File: config.mk
export PLATFORM = sky130hd
export DESIGN_NAME = uart_rx_frame_parser_flat
export DESIGN_NICKNAME = d
export VERILOG_FILES = /design/src/rtl/uart_rx_frame_parser_if.sv /design/src/rtl/uart_rx_frame_parser.sv /design/src/flat_wrapper.sv
export SDC_FILE = /design/constraint.sdc
export NUM_CORES = 1
export LEC_CHECK = 0
export CAP_MARGIN = 20
export CELL_PAD_IN_SITES_DETAIL_PLACEMENT = 0
export CELL_PAD_IN_SITES_GLOBAL_PLACEMENT = 1
export CORE_MARGIN = 8
export CORE_UTILIZATION = 46
export CTS_BUF_LIST = sky130_fd_sc_hd__clkbuf_4
export DETAILED_ROUTE_END_ITERATION = 12
export PLACE_DENSITY_LB_ADDON = 0.1
export SLEW_MARGIN = 10
export SYNTH_ARGS = -nofsm -noshare
export SYNTH_HDL_FRONTEND = slang
export SYNTH_SLANG_ARGS = --single-unit
File: constraint.sdc
create_clock -name i_clk -period 2.92 [get_ports i_clk]
set_input_delay 0.438 -clock i_clk [delete_from_list [all_inputs] [get_ports i_clk]]
set_output_delay 0.438 -clock i_clk [all_outputs]
set_load 0.01 [all_outputs]
File: src/rtl/uart_rx_frame_parser_if.sv
// Signal bundle between a byte-wide UART receiver, the frame parser and the
// downstream payload consumer. The slave modport is the parser's view; the
// master modport is the view of whatever drives the parser (UART side and
// downstream sink together).
interface uart_rx_frame_parser_if #(
  parameter int P_UART_DATA_WIDTH = 8
);
  logic [P_UART_DATA_WIDTH-1:0] i_rx_data;
  logic                         i_rx_valid;
  logic [P_UART_DATA_WIDTH-1:0] o_frame_data;
  logic                         o_frame_valid;
  logic                         o_frame_last;
  logic                         i_frame_ready;
  logic [7:0]                   o_frame_len;
  logic                         o_err;
  logic [1:0]                   o_err_code;
  logic                         o_drop;

  modport slave (
    input  i_rx_data, i_rx_valid, i_frame_ready,
    output o_frame_data, o_frame_valid, o_frame_last,
           o_frame_len, o_err, o_err_code, o_drop
  );

  modport master (
    output i_rx_data, i_rx_valid, i_frame_ready,
    input  o_frame_data, o_frame_valid, o_frame_last,
           o_frame_len, o_err, o_err_code, o_drop
  );
endinterface

File: src/rtl/uart_rx_frame_parser.sv
// Frame parser for a byte stream: HEAD0 HEAD1 LEN payload[LEN] SUM.
// The payload is buffered and only released downstream once SUM matches.
//
// state   | meaning
// S_IDLE  | hunting for HEAD0
// S_HEAD1 | HEAD0 seen, expecting HEAD1 (a repeated HEAD0 re-arms)
// S_LEN   | expecting LEN, range-checked against P_MAX_LEN
// S_PAY   | buffering payload bytes, accumulating checksum
// S_SUM   | expecting checksum byte
// S_OUT   | presenting buffered payload; incoming bytes are dropped
module uart_rx_frame_parser #(
  parameter int                           P_UART_DATA_WIDTH = 8,
  parameter logic [P_UART_DATA_WIDTH-1:0] P_HEAD0           = 8'h55,
  parameter logic [P_UART_DATA_WIDTH-1:0] P_HEAD1           = 8'hAA,
  parameter int                           P_MAX_LEN         = 16,
  parameter int                           P_TIMEOUT         = 1000
) (
  input logic                   i_clk,
  input logic                   i_rst,
  uart_rx_frame_parser_if.slave bus
);

  localparam int DW    = P_UART_DATA_WIDTH;
  localparam int IDX_W = (P_MAX_LEN > 1) ? $clog2(P_MAX_LEN) : 1;
  localparam int TMO_W = $clog2(P_TIMEOUT + 1);

  localparam logic [DW-1:0]    ONE      = DW'(1);
  localparam logic [DW-1:0]    MAX_LEN  = DW'(P_MAX_LEN);
  localparam logic [TMO_W-1:0] TMO_LAST = TMO_W'(P_TIMEOUT - 1);

  localparam logic [1:0] ERR_LEN = 2'd1;
  localparam logic [1:0] ERR_SUM = 2'd2;
  localparam logic [1:0] ERR_TMO = 2'd3;

  typedef enum logic [2:0] {
    S_IDLE, S_HEAD1, S_LEN, S_PAY, S_SUM, S_OUT
  } state_t;

  state_t           state_q, state_d;
  logic [DW-1:0]    len_q, len_d;
  logic [DW-1:0]    wr_q, wr_d;
  logic [DW-1:0]    rd_q, rd_d;
  logic [DW-1:0]    sum_q, sum_d;
  logic [TMO_W-1:0] tmo_q, tmo_d;
  logic [DW-1:0]    data_q, data_d;
  logic             valid_q, valid_d;
  logic             last_q, last_d;
  logic [7:0]       flen_q, flen_d;
  logic             err_q, err_d;
  logic [1:0]       code_q, code_d;
  logic             drop_q, drop_d;

  logic [DW-1:0]    mem_q [P_MAX_LEN];
  logic             mem_we;
  logic [IDX_W-1:0] mem_waddr;
  logic [DW-1:0]    rd_nxt;
  logic             in_frame;
  logic [DW-1:0]    rx;
  logic             rx_v;

  assign rx        = bus.i_rx_data;
  assign rx_v      = bus.i_rx_valid;
  assign mem_waddr = wr_q[IDX_W-1:0];
  assign rd_nxt    = rd_q + ONE;
  assign in_frame  = (state_q == S_HEAD1) || (state_q == S_LEN) ||
                     (state_q == S_PAY)   || (state_q == S_SUM);

  // Payload buffer; contents are don't-care after reset so it has none.
  always_ff @(posedge i_clk) begin
    if (mem_we) mem_q[mem_waddr] <= rx;
  end

  // State and output registers.
  always_ff @(posedge i_clk or posedge i_rst) begin
    if (i_rst) begin
      state_q <= S_IDLE;
      len_q   <= '0;
      wr_q    <= '0;
      rd_q    <= '0;
      sum_q   <= '0;
      tmo_q   <= '0;
      data_q  <= '0;
      valid_q <= 1'b0;
      last_q  <= 1'b0;
      flen_q  <= '0;
      err_q   <= 1'b0;
      code_q  <= '0;
      drop_q  <= 1'b0;
    end else begin
      state_q <= state_d;
      len_q   <= len_d;
      wr_q    <= wr_d;
      rd_q    <= rd_d;
      sum_q   <= sum_d;
      tmo_q   <= tmo_d;
      data_q  <= data_d;
      valid_q <= valid_d;
      last_q  <= last_d;
      flen_q  <= flen_d;
      err_q   <= err_d;
      code_q  <= code_d;
      drop_q  <= drop_d;
    end
  end

  // Next-state logic: byte parsing, inter-byte timeout and payload output.
  always_comb begin
    state_d = state_q;
    len_d   = len_q;
    wr_d    = wr_q;
    rd_d    = rd_q;
    sum_d   = sum_q;
    tmo_d   = '0;
    data_d  = data_q;
    valid_d = valid_q;
    last_d  = last_q;
    flen_d  = flen_q;
    err_d   = 1'b0;
    code_d  = code_q;
    drop_d  = 1'b0;
    mem_we  = 1'b0;

    // A byte arriving on the expiry cycle takes priority over the timeout.
    if (in_frame && !rx_v) begin
      if (tmo_q == TMO_LAST) begin
        err_d   = 1'b1;
        code_d  = ERR_TMO;
        state_d = S_IDLE;
      end else begin
        tmo_d = tmo_q + 1'b1;
      end
    end

    case (state_q)
      S_IDLE: begin
        if (rx_v && rx == P_HEAD0) state_d = S_HEAD1;
      end
      S_HEAD1: begin
        if (rx_v) begin
          if (rx == P_HEAD1)      state_d = S_LEN;
          else if (rx == P_HEAD0) state_d = S_HEAD1;
          else                    state_d = S_IDLE;
        end
      end
      S_LEN: begin
        if (rx_v) begin
          if (rx == '0 || rx > MAX_LEN) begin
            err_d   = 1'b1;
            code_d  = ERR_LEN;
            state_d = S_IDLE;
          end else begin
            len_d   = rx;
            sum_d   = rx;
            wr_d    = '0;
            state_d = S_PAY;
          end
        end
      end
      S_PAY: begin
        if (rx_v) begin
          mem_we = 1'b1;
          sum_d  = sum_q + rx;
          wr_d   = wr_q + ONE;
          if (wr_q + ONE == len_q) state_d = S_SUM;
        end
      end
      S_SUM: begin
        if (rx_v) begin
          if (rx == sum_q) begin
            state_d = S_OUT;
            valid_d = 1'b1;
            data_d  = mem_q[0];
            last_d  = (len_q == ONE);
            flen_d  = 8'(len_q);
            rd_d    = '0;
          end else begin
            err_d   = 1'b1;
            code_d  = ERR_SUM;
            state_d = S_IDLE;
          end
        end
      end
      S_OUT: begin
        drop_d = rx_v;
        if (valid_q && bus.i_frame_ready) begin
          if (last_q) begin
            valid_d = 1'b0;
            last_d  = 1'b0;
            rd_d    = '0;
            state_d = S_IDLE;
          end else begin
            rd_d   = rd_nxt;
            data_d = mem_q[rd_nxt[IDX_W-1:0]];
            last_d = (rd_nxt == len_q - ONE);
          end
        end
      end
      default: state_d = S_IDLE;
    endcase
  end

  assign bus.o_frame_data  = data_q;
  assign bus.o_frame_valid = valid_q;
  assign bus.o_frame_last  = last_q;
  assign bus.o_frame_len   = flen_q;
  assign bus.o_err         = err_q;
  assign bus.o_err_code    = code_q;
  assign bus.o_drop        = drop_q;

endmodule

File: src/flat_wrapper.sv
// flat-port wrapper written by rule: the top's interface ports become plain ports
module uart_rx_frame_parser_flat 
#(
  parameter int                           P_UART_DATA_WIDTH = 8,
  parameter logic [P_UART_DATA_WIDTH-1:0] P_HEAD0           = 8'h55,
  parameter logic [P_UART_DATA_WIDTH-1:0] P_HEAD1           = 8'hAA,
  parameter int                           P_MAX_LEN         = 16,
  parameter int                           P_TIMEOUT         = 1000
)
  (i_clk, i_rst, bus_i_rx_data, bus_i_rx_valid, bus_i_frame_ready, bus_o_frame_data, bus_o_frame_valid, bus_o_frame_last, bus_o_frame_len, bus_o_err, bus_o_err_code, bus_o_drop);
  uart_rx_frame_parser_if #(.P_UART_DATA_WIDTH(P_UART_DATA_WIDTH)) bus_i ();
  input logic i_clk;
  input logic i_rst;
  input wire logic [$bits(bus_i.i_rx_data)-1:0] bus_i_rx_data;
  input wire logic [$bits(bus_i.i_rx_valid)-1:0] bus_i_rx_valid;
  input wire logic [$bits(bus_i.i_frame_ready)-1:0] bus_i_frame_ready;
  output wire logic [$bits(bus_i.o_frame_data)-1:0] bus_o_frame_data;
  output wire logic [$bits(bus_i.o_frame_valid)-1:0] bus_o_frame_valid;
  output wire logic [$bits(bus_i.o_frame_last)-1:0] bus_o_frame_last;
  output wire logic [$bits(bus_i.o_frame_len)-1:0] bus_o_frame_len;
  output wire logic [$bits(bus_i.o_err)-1:0] bus_o_err;
  output wire logic [$bits(bus_i.o_err_code)-1:0] bus_o_err_code;
  output wire logic [$bits(bus_i.o_drop)-1:0] bus_o_drop;
  assign bus_i.i_rx_data = bus_i_rx_data;
  assign bus_i.i_rx_valid = bus_i_rx_valid;
  assign bus_i.i_frame_ready = bus_i_frame_ready;
  assign bus_o_frame_data = bus_i.o_frame_data;
  assign bus_o_frame_valid = bus_i.o_frame_valid;
  assign bus_o_frame_last = bus_i.o_frame_last;
  assign bus_o_frame_len = bus_i.o_frame_len;
  assign bus_o_err = bus_i.o_err;
  assign bus_o_err_code = bus_i.o_err_code;
  assign bus_o_drop = bus_i.o_drop;
  uart_rx_frame_parser #(.P_UART_DATA_WIDTH(P_UART_DATA_WIDTH), .P_HEAD0(P_HEAD0), .P_HEAD1(P_HEAD1), .P_MAX_LEN(P_MAX_LEN), .P_TIMEOUT(P_TIMEOUT)) u_core (.i_clk(i_clk), .i_rst(i_rst), .bus(bus_i));
endmodule
; ---- After elaboration in Yosys (flattened, before gate mapping)
; Memory sizes are Yosys's and may differ from the RTL's.
; Cells that the tools add are included.
[word_totals]
reg_bits = 67
latch_bits = 0
ram_bits = 128
romBits = 0
word_cells = 123
memories = 1
[classes]
n_addsub = 5
multipliers = 0
n_div = 0
order_cmp = 1
eq_ne = 20
n_shift = 0
mux = 64
bitwise = 1
n_reduce_logical = 18
[mem_list]
columns = memory, depth, word_bits, rd, rd_clocked_by_memory_dff, wr, line
row1 = u_core.mem_q, 16, 8, 2, 0, 1, uart_rx_frame_parser.sv:53  ; logic [DW-1:0] mem_q [P_MAX_LEN];
[ops]
columns = op, n
row1 = $mux 8, 14
row2 = $pmux 8 s2, 4
row3 = $mux 3, 12
row4 = $eq 8x8->1, 3
row5 = $mux 1, 20
row6 = $mux 10, 2
row7 = $pmux 3 s6, 1
row8 = $add 8x1->8 const B, 2
row9 = $mux 2, 7
row10 = $ne 2x2->1 const B, 6
row11 = $add 10x1->10 const B, 1
row12 = $eq 10x10->1 const B, 1
row13 = $reduce_and 5->1, 2
row14 = $add 8x8->8, 1
row15 = $eq 8x1->1 const B, 1
row16 = $eq 8x7->1 const B, 1
row17 = $eq 8x8->1 const B, 1
row18 = $gt 8x5->1 const B, 1
row19 = $logic_not 8->1, 1
row20 = $reduce_and 4->1, 2
row21 = $sub 8x1->8 const B, 1
row22 = $eq 3x2->1 const B, 2
row23 = $eq 3x3->1 const B, 2
row24 = $pmux 1 s2, 3
row25 = other kinds (10), 18

; ---- Depth between registers and ports, before layout
; Gate-level depths: netlist of run 1.
[logic_depth]
word_depth = 9
mapped_depth = 9
ltp_nobuf = 9

; ---- Worst setup path after synthesis of run 1
; No wires, ideal clock.
[synth_timing]
path_kind = flip-flop to flip-flop
startpoint = register u_core.state_q[1]
endpoint = memory u_core.mem_q[1][0] (netlist name), enable pin
setup_ns = 0.398
t_arrival_ns = 2.172
t_required_ns = 2.522
path_slack_ns = 0.350
stages_incl_launch_ff = 7
path_buffers = 2
synth_period_minus_slack_ns = 2.570
path_cell_list = dfrtp_1 -> buf_2 -> nor2b_1 -> and2_1 -> nand2_1 -> buf_1 -> nor4b_1
[synth_via]
elab_chain_len = 4
[synth_rtl]
columns = item, line
row1 = "start, declared", uart_rx_frame_parser.sv:39  ; state_t state_q, state_d;
row2 = "start signal, assigned", uart_rx_frame_parser.sv:90  ; state_q <= state_d;
row3 = $eq 3x2->1, uart_rx_frame_parser.sv:134  ; case (state_q)
row4 = $mux 1, uart_rx_frame_parser.sv:134
row5 = $mux 1, uart_rx_frame_parser.sv:70  ; if (mem_we) mem_q[mem_waddr] <= rx;
row6 = $mux 1 (implied by the code), uart_rx_frame_parser.sv:70
row7 = "end, declared", uart_rx_frame_parser.sv:53
; Every way passes these cells.

; ---- Worst setup path in the final report of run 1
[layout_timing]
startpoint = register u_core.rd_q[0]
endpoint = register u_core.data_q[3], in the netlist u_core.bus.o_frame_data[3]
[layout_via]
elab_chain_len = 5
[layout_rtl]
columns = item, line
row1 = "start, declared", uart_rx_frame_parser.sv:42  ; logic [DW-1:0] rd_q, rd_d;
row2 = "start signal, assigned", uart_rx_frame_parser.sv:93  ; rd_q <= rd_d;
row3 = $add 8x1->8, uart_rx_frame_parser.sv:64  ; assign rd_nxt = rd_q + ONE;
row4 = $mem_v2 16x8, n/a
row5 = $mux 8, uart_rx_frame_parser.sv:186  ; if (last_q) begin
row6 = $mux 8, uart_rx_frame_parser.sv:185  ; if (valid_q && bus.i_frame_ready) begin
row7 = $pmux 8 s2, uart_rx_frame_parser.sv:134
row8 = "end signal, assigned", uart_rx_frame_parser.sv:96  ; data_q <= data_d;
row9 = "end, declared", uart_rx_frame_parser.sv:45  ; logic [DW-1:0] data_q, data_d;
; Every way passes these cells. The select of a mux whose other input is x is not followed.
; A chain may end at the register's enable or synchronous reset.

==> results.cfg, run 1 <==
[clocking]
worstSkewPairLatency_ns = 0.57
htreeDepth = 4
clkSinkCount = 195
clockBufferDepth = 2
ctsRootBufferMaster = clkbuf_4
cts_buffers = 17
ctsResizeCount = 0
holdBufCountCts = 0
clkTransAtPathRegs_ns = 0.16
cts_tree = yes
cts_setup_buffers = 0

[floorplan]
core_sq_mm = 0.0193
dieHeight_um = 155
ios = 34
start_util_pct = 46.3
die_w_um = 155
fp-row-count = 51
dieArea_sq_mm = 0.0241

[yosys]
synthAdderAreaFrac_pct = 2.33
synth-edff-count = 128
synth.avg_cell_area_sq_um = 14.5
synthXorXnorAreaFrac_pct = 4.29
synthArstFlopShare_pct = 34.4
yosys.area_share.simple_pct = 9.91
synth_fp_nets = 645
synth_seq_cells = 195
yosys_warnings = 0
syn-cell-area_sq_mm = 0.00892
synth_top_family_by_area = multiplexers
synth-compound-area-share_pct = 6.88
synthCells = 617
seq_area_frac_synth_pct = 61.9
synthFlopType = edfxtp_1
ys_types = 65
muxShareOfSynthArea_pct = 12.5

[timing]
period_share_pct = 82.3
hold_ws_ns = 0.224
slew_violations = 0
rsz0062_at_grt = false
worst_slew_margin_rel_pct = 58.5
hold_viol_final = 0
tns_ns = 0
worst_pin_slew_ns = 0.622
setup_viol = 0
fmax_mhz = 416
clock_skew_ns = 0.0224
period_needed_ns = 2.40

[job]
maxCapViolCount = 0

[power_and_ir_drop]
power_leakage_uw = 0.00365
powerDensity_mw_per_mm2 = 456
ir_drop_v = 0.000223

[worst_setup_path]
critical_path.endpoint_type = register
worstSetupPathType = register to register
path_max_fanout = 34
startpoint_type = register
critical_path_arrival_ns = 2.88
worstPathRequired_ns = 3.39

[final_layout]
areaGrowthSynthToFinish_pct = 13.2
fin_nets = 713
multi_input_area_sq_mm = 0.00321
ff_latch_area_sq_mm = 0.00552
fillers = 1628
stdcell_area_sq_mm = 0.0101
drive_gt1_share_pct = 14.9

[global_routing]
antenna_found_initial = 1
grt_pass1_vias = 5353
grt_pass1_wl_mm = 31.0
overflow = 0
grtUsageTotal_pct = 17.1
grt_max_degree = 68

[route]
postRouteAntennaNets = 0
dr_total_vias = 5438
drc = 0
drt_iter0_drc = 369
via_per_inst = 5.62
routed_wl_mm = 19.8
drt_first_pass_iters = 8
drt-wirelength-per-cell_um = 20.5

[status]
outcome = completed

[place]
place_area_sq_mm = 0.00981
globalplace.congestion = 0.822
hpwl_mm = 13.5
port_buffers = 33

[hold_path]
hold_class = input pin to async pin
==> state kept, by name, indices dropped and copies added (netlist names) <==
name and count:
u_core.wr_q 8, u_core.len_q 8, u_core.bus.o_frame_last 1, u_core.mem_q 128
u_core.tmo_q 10, u_core.bus.o_frame_data 8, u_core.bus.o_frame_valid 1, u_core.bus.o_err_code 2
u_core.rd_q 8, u_core.sum_q 8, u_core.bus.o_err 1, u_core.bus.o_drop 1
u_core.state_q 3, u_core.bus.o_frame_len 8
==> cell type report <==
class / instances / area share, %
diodes: 5 / 0.124
clock buffers: 18 / 1.34
clock inverters: 14 / 1.45
inverters: 18 / 0.669
multi-input cells: 378 / 31.7
flip-flops and latches: 195 / 54.6
well taps: 265 / 3.28
repair buffers: 75 / 6.76
==> path summary, 6_finish.rpt <==
kind | startpoint | end | slack (ns) | cells after the start
min | i_rst | u_core.rd_q[4] | 0.22 | 3
max in group asynchronous | i_rst | u_core.state_q[2] | 2.37 | 3
min reg2reg | u_core.tmo_q[0] | u_core.tmo_q[0] | 0.50 | 1
min in group i_clk | u_core.tmo_q[0] | u_core.tmo_q[0] | 0.50 | 1
max | u_core.rd_q[0] | u_core.bus.o_frame_data[3] | 0.52 | 6
max reg2reg | u_core.rd_q[0] | u_core.bus.o_frame_data[3] | 0.52 | 6
==> cell usage after synthesis (6+ instances only) <==
master / n / share of area (%)
nor4_1: 7 / 0.49
mux4_2: 22 / 5.6
ha_1: 15 / 2.1
edfxtp_1: 128 / 43
buf_2: 6 / 0.34
nor3_1: 21 / 1.2
clkbuf_1: 14 / 0.59
o22ai_1: 9 / 0.63
o21ai_0: 7 / 0.39
nand2_1: 36 / 1.5
a2bb2oi_1: 8 / 0.79
o21ai_1: 26 / 1.5
nand3_1: 17 / 0.95
mux4_1: 18 / 5.3
and2_1: 8 / 0.56
and3_1: 6 / 0.42
inv_1: 16 / 0.67
xor2_1: 13 / 1.3
nor2_1: 42 / 1.8
xnor2_1: 23 / 2.3
dfrtp_1: 67 / 19
mux2_1: 9 / 1.1
o31ai_1: 7 / 0.59
or3_1: 7 / 0.49
nand2b_1: 7 / 0.49
a21oi_1: 10 / 0.56
==> where the power goes <==
part | switching [uW] | total [uW] | leakage (uW) | internal, uW
Clock | 963 | 1430 | 0.000153 | 463
Sequential | 12.8 | 2970 | 0.00207 | 2960
Combinational | 122 | 207 | 0.00142 | 84.7
Total | 1100 | 4610 | 0.00365 | 3510
==> routing by layer <==
layer | vias to the layer above | routed length [um] | global-route usage, %
met3 | 16 | 795 | 3.13
met4 | 0 | 195 | 4.30
met2 | 108 | 9800 | 28.3
met5 | - | 0 | 0
li1 | 2518 | - | -
met1 | 2796 | 9040 | 22.9
==> critical path, cell delays in order (launching register included) <==
cell       delay [ns]
dfrtp_2          0.49
ha_1             0.34
buf_12           0.24
mux4_2           0.36
mux4_2           0.50
o22ai_1          0.24
a2bb2oi_1        0.11
==> metrics by stage <==
step	instances	setup slack, ns	power (uW)	util (%)
after global routing	968	0.378	4780	52.4
after CTS	963	0.481	4660	52.4
after floorplan	617	0.350	3130	-
final	968	0.518	4610	52.4
after detailed placement	931	0.00486	3240	50.9
after global placement	931	0.110	3240	50.9
==> cell families after synthesis <==
family / after synthesis
flip-flops: 195
AO/OA/AOI/OAI: 95
adder cells (fa/ha/maj): 16
XOR/XNOR: 39
buffers and inverters: 44
multiplexers: 53
AND/OR/NAND/NOR: 175
==> placed cells by master, fill, tap and decap left out, types with 5 or more instances in the layout <==
cell type and n:
edfxtp_1 128, dfrtp_1 66, nor2_1 42, buf_4 39, nand2_1 36, clkdlybuf4s50_1 33, o21ai_1 26, xnor2_1 23
mux4_2 22, nor3_1 21, mux4_1 18, clkbuf_4 18, nand3_1 17, inv_1 15, ha_1 15, xor2_1 13
a21oi_1 10, mux2_1 9, o22ai_1 9, and2_1 8, a2bb2oi_1 8, or3_1 7, o21ai_0 7, nor4_1 7
o31ai_1 7, nand2b_1 7, and3_1 6, diode_2 5, nor2b_1 5
Power figures use the tool's default switching activity.
==> inputs of run 2 (changes only) <==
==> constraint.sdc (replaced) <==
create_clock -name i_clk -period 2 [get_ports i_clk]
set_input_delay 0.3 -clock i_clk [delete_from_list [all_inputs] [get_ports i_clk]]
set_output_delay 0.3 -clock i_clk [all_outputs]
set_load 0.01 [all_outputs]
==> run 2 against run 1 <==
  * The flow now finishes with violations (setup timing)
  * Register-to-register slack got worse by 0.74 ns
  * Global-route usage increased by 1.3 points
  * Clock power increased by 34%
  * Clock-buffer cell count increased by 1
  * Non-clock buffer count increased by 77
  * Critical path type unchanged
  * Highest routed layer unchanged
==> results.cfg, run 2 (same netlist as run 1, synthesis figures left out) <==
[global_routing]
antenna_found_initial = 1
grt_max_degree = 55
grt_pass1_vias = 5837
grtUsageTotal_pct = 18.4
grt_pass1_wl_mm = 33.2
overflow = 0

[route]
dr_total_vias = 5744
drc = 0
routed_wl_mm = 21.6
drt_first_pass_iters = 4
postRouteAntennaNets = 0
drt-wirelength-per-cell_um = 20.7
drt_iter0_drc = 410
via_per_inst = 5.51

[place]
pre_cts_ws_ns = -0.643
port_buffers = 33
hpwl_mm = 14.7
globalplace.congestion = 0.828
place_area_sq_mm = 0.0104

[power_and_ir_drop]
p_seq_share_pct = 65.1
power_leakage_uw = 0.00416
ir_drop_v = 0.000300
combPwrFrac_pct = 6.2
internal_power_uw = 5060
clock_power_share_pct = 28.6
switching_share_pct = 24.0
switchingPower_uw = 1600
powerDensity_mw_per_mm2 = 590

[worst_setup_path]
crit_family = multiplexers
crit_chain = ha_4 -> buf_16 -> buf_12 -> mux4_1 -> mux4_2 -> o22ai_1 -> a2bb2oi_1
crit_buf_inv = 2
startpoint_type = register
worstSetupPathType = register to register
worstPathRequired_ns = 2.47
crit_slowest_cell = mux4_2
slowest_delay_ns = 0.49
critical_path.endpoint_type = register
critical_path_arrival_ns = 2.69
path_max_fanout = 8

[clocking]
ctsRootBufferMaster = clkbuf_4
cts_buffers = 17
clkTransAtPathRegs_ns = 0.16
clockBufferDepth = 2
htreeDepth = 4
cts_tree = yes
clkSinkCount = 195
worstSkewPairLatency_ns = 0.57

[final_layout]
largest_register_ffs = 128
stdcell_area_sq_mm = 0.0113
drive_gt1_share_pct = 32.9
largest_register = u_core.mem_q
layout_common_cells = edfxtp_1 (128), buf_4 (88), dfrtp_1 (64)
layout_commonest_cell = edfxtp_1
fillers = 1546
top_regs = u_core.mem_q: 128 flops, u_core.tmo_q: 10 flops
fin_nets = 790
areaGrowthSynthToFinish_pct = 26.6

[floorplan]
core_sq_mm = 0.0193
dieHeight_um = 155
fp-row-count = 51
start_util_pct = 46.3
dieArea_sq_mm = 0.0241
ios = 34
die_w_um = 155

[hold_path]
hold_class = input pin to register

[timing]
period_share_pct = 111
worst_slew_margin_rel_pct = 68.8
worst_pin_slew_ns = 0.466
hold_ws_ns = 0.491
slew_violations = 0
period_needed_ns = 2.22
setup_ws_ns = -0.221
fmax_mhz = 450
rsz0062_at_grt = true
clock_skew_ns = 0.0174
hold_viol_final = 0
setup_viol = 14

[job]
maxCapViolCount = 0

[status]
outcome = finished with violations
violations = setup timing
-- run 2: cell count changes in the layout (fill, tap and decap cells not counted), moves of 7 or more --
cell	before	now
o21ai_2	0	7
o21ai_1	26	19
buf_6	0	14
o22ai_1	9	2
buf_12	3	12
ha_1	15	7
buf_4	39	88
ha_4	0	8
-- run 2: timing repair --
action | CTS | global route
setup buffers | 9 | 8
gates cloned | 3 | 1
endpoints found under the setup margin | 30 | 63
hold buffers | 1 | 0
gates resized for setup | 58 | 42
pin swaps | 25 | 21
hold endpoints to repair | 13 | 0
-- run 2: metal layers --
metal / up-vias / wire, um / share of wire [%] / track usage, %
met5: - / 0 / 0 / 0
met4: 0 / 349 / 1.6 / 6.05
met3: 28 / 807 / 3.7 / 3.30
met2: 103 / 10800 / 50 / 30.2
met1: 2936 / 9570 / 44 / 24.4
li1: 2677 / - / - / -
-- run 2: cell type report --
cell class | instances | area (sq um) | share of cell area (%)
Multi-Input combinational cell | 378 | 3650 | 32.4
Timing Repair Buffer | 152 | 1470 | 13.0
Tap cell | 265 | 332 | 2.93
Inverter | 18 | 67.6 | 0.598
Clock buffer | 19 | 143 | 1.26
Antenna cell | 2 | 5.00 | 0.0443
Clock inverter | 13 | 100 | 0.886
Sequential cell | 195 | 5520 | 48.9
-- run 2: final timing paths --
check                      slack, ns  cells after the start                       from                    endpoint
min in group asynchronous       0.55                      3                      i_rst  u_core.bus.o_frame_data[3]
hold reg to reg                 0.50                      2  u_core.bus.o_frame_len[0]   u_core.bus.o_frame_len[0]
setup reg to reg               -0.22                      7             u_core.rd_q[0]  u_core.bus.o_frame_data[4]
setup / recovery               -0.22                      7             u_core.rd_q[0]  u_core.bus.o_frame_data[4]
hold / removal                  0.49                      4             bus_i_rx_valid           u_core.state_q[0]
max in group asynchronous       0.85                      4                      i_rst           u_core.state_q[0]
-- run 2: metrics by stage --
step	cells	setup TNS (ns)	util [%]	power, uW
floorplan	617	-2.39	-	4570
global placement	990	-24.74	53.9	4750
detailed placement	990	-25.91	53.9	4760
CTS	1035	-2.64	57.1	6710
global route	1042	-3.21	58.6	6910
finish	1042	-1.89	58.6	6660
-- run 2: tightest hold or removal path: stages --
cell             delay, ns
clkdlybuf4s50_1       0.43
buf_4                 0.17
o21ai_0               0.08
a32oi_1               0.06
-- run 2: power by group through the flow --
stage          clock (uW)  combinational (uW)  sequential, uW
2_1_floorplan           0                 148            4420
3_3_place_gp            0                 335            4420
3_5_place_dp            0                 343            4420
4_1_cts              1990                 384            4340
5_1_grt              2110                 455            4340
6_report             1910                 416            4340
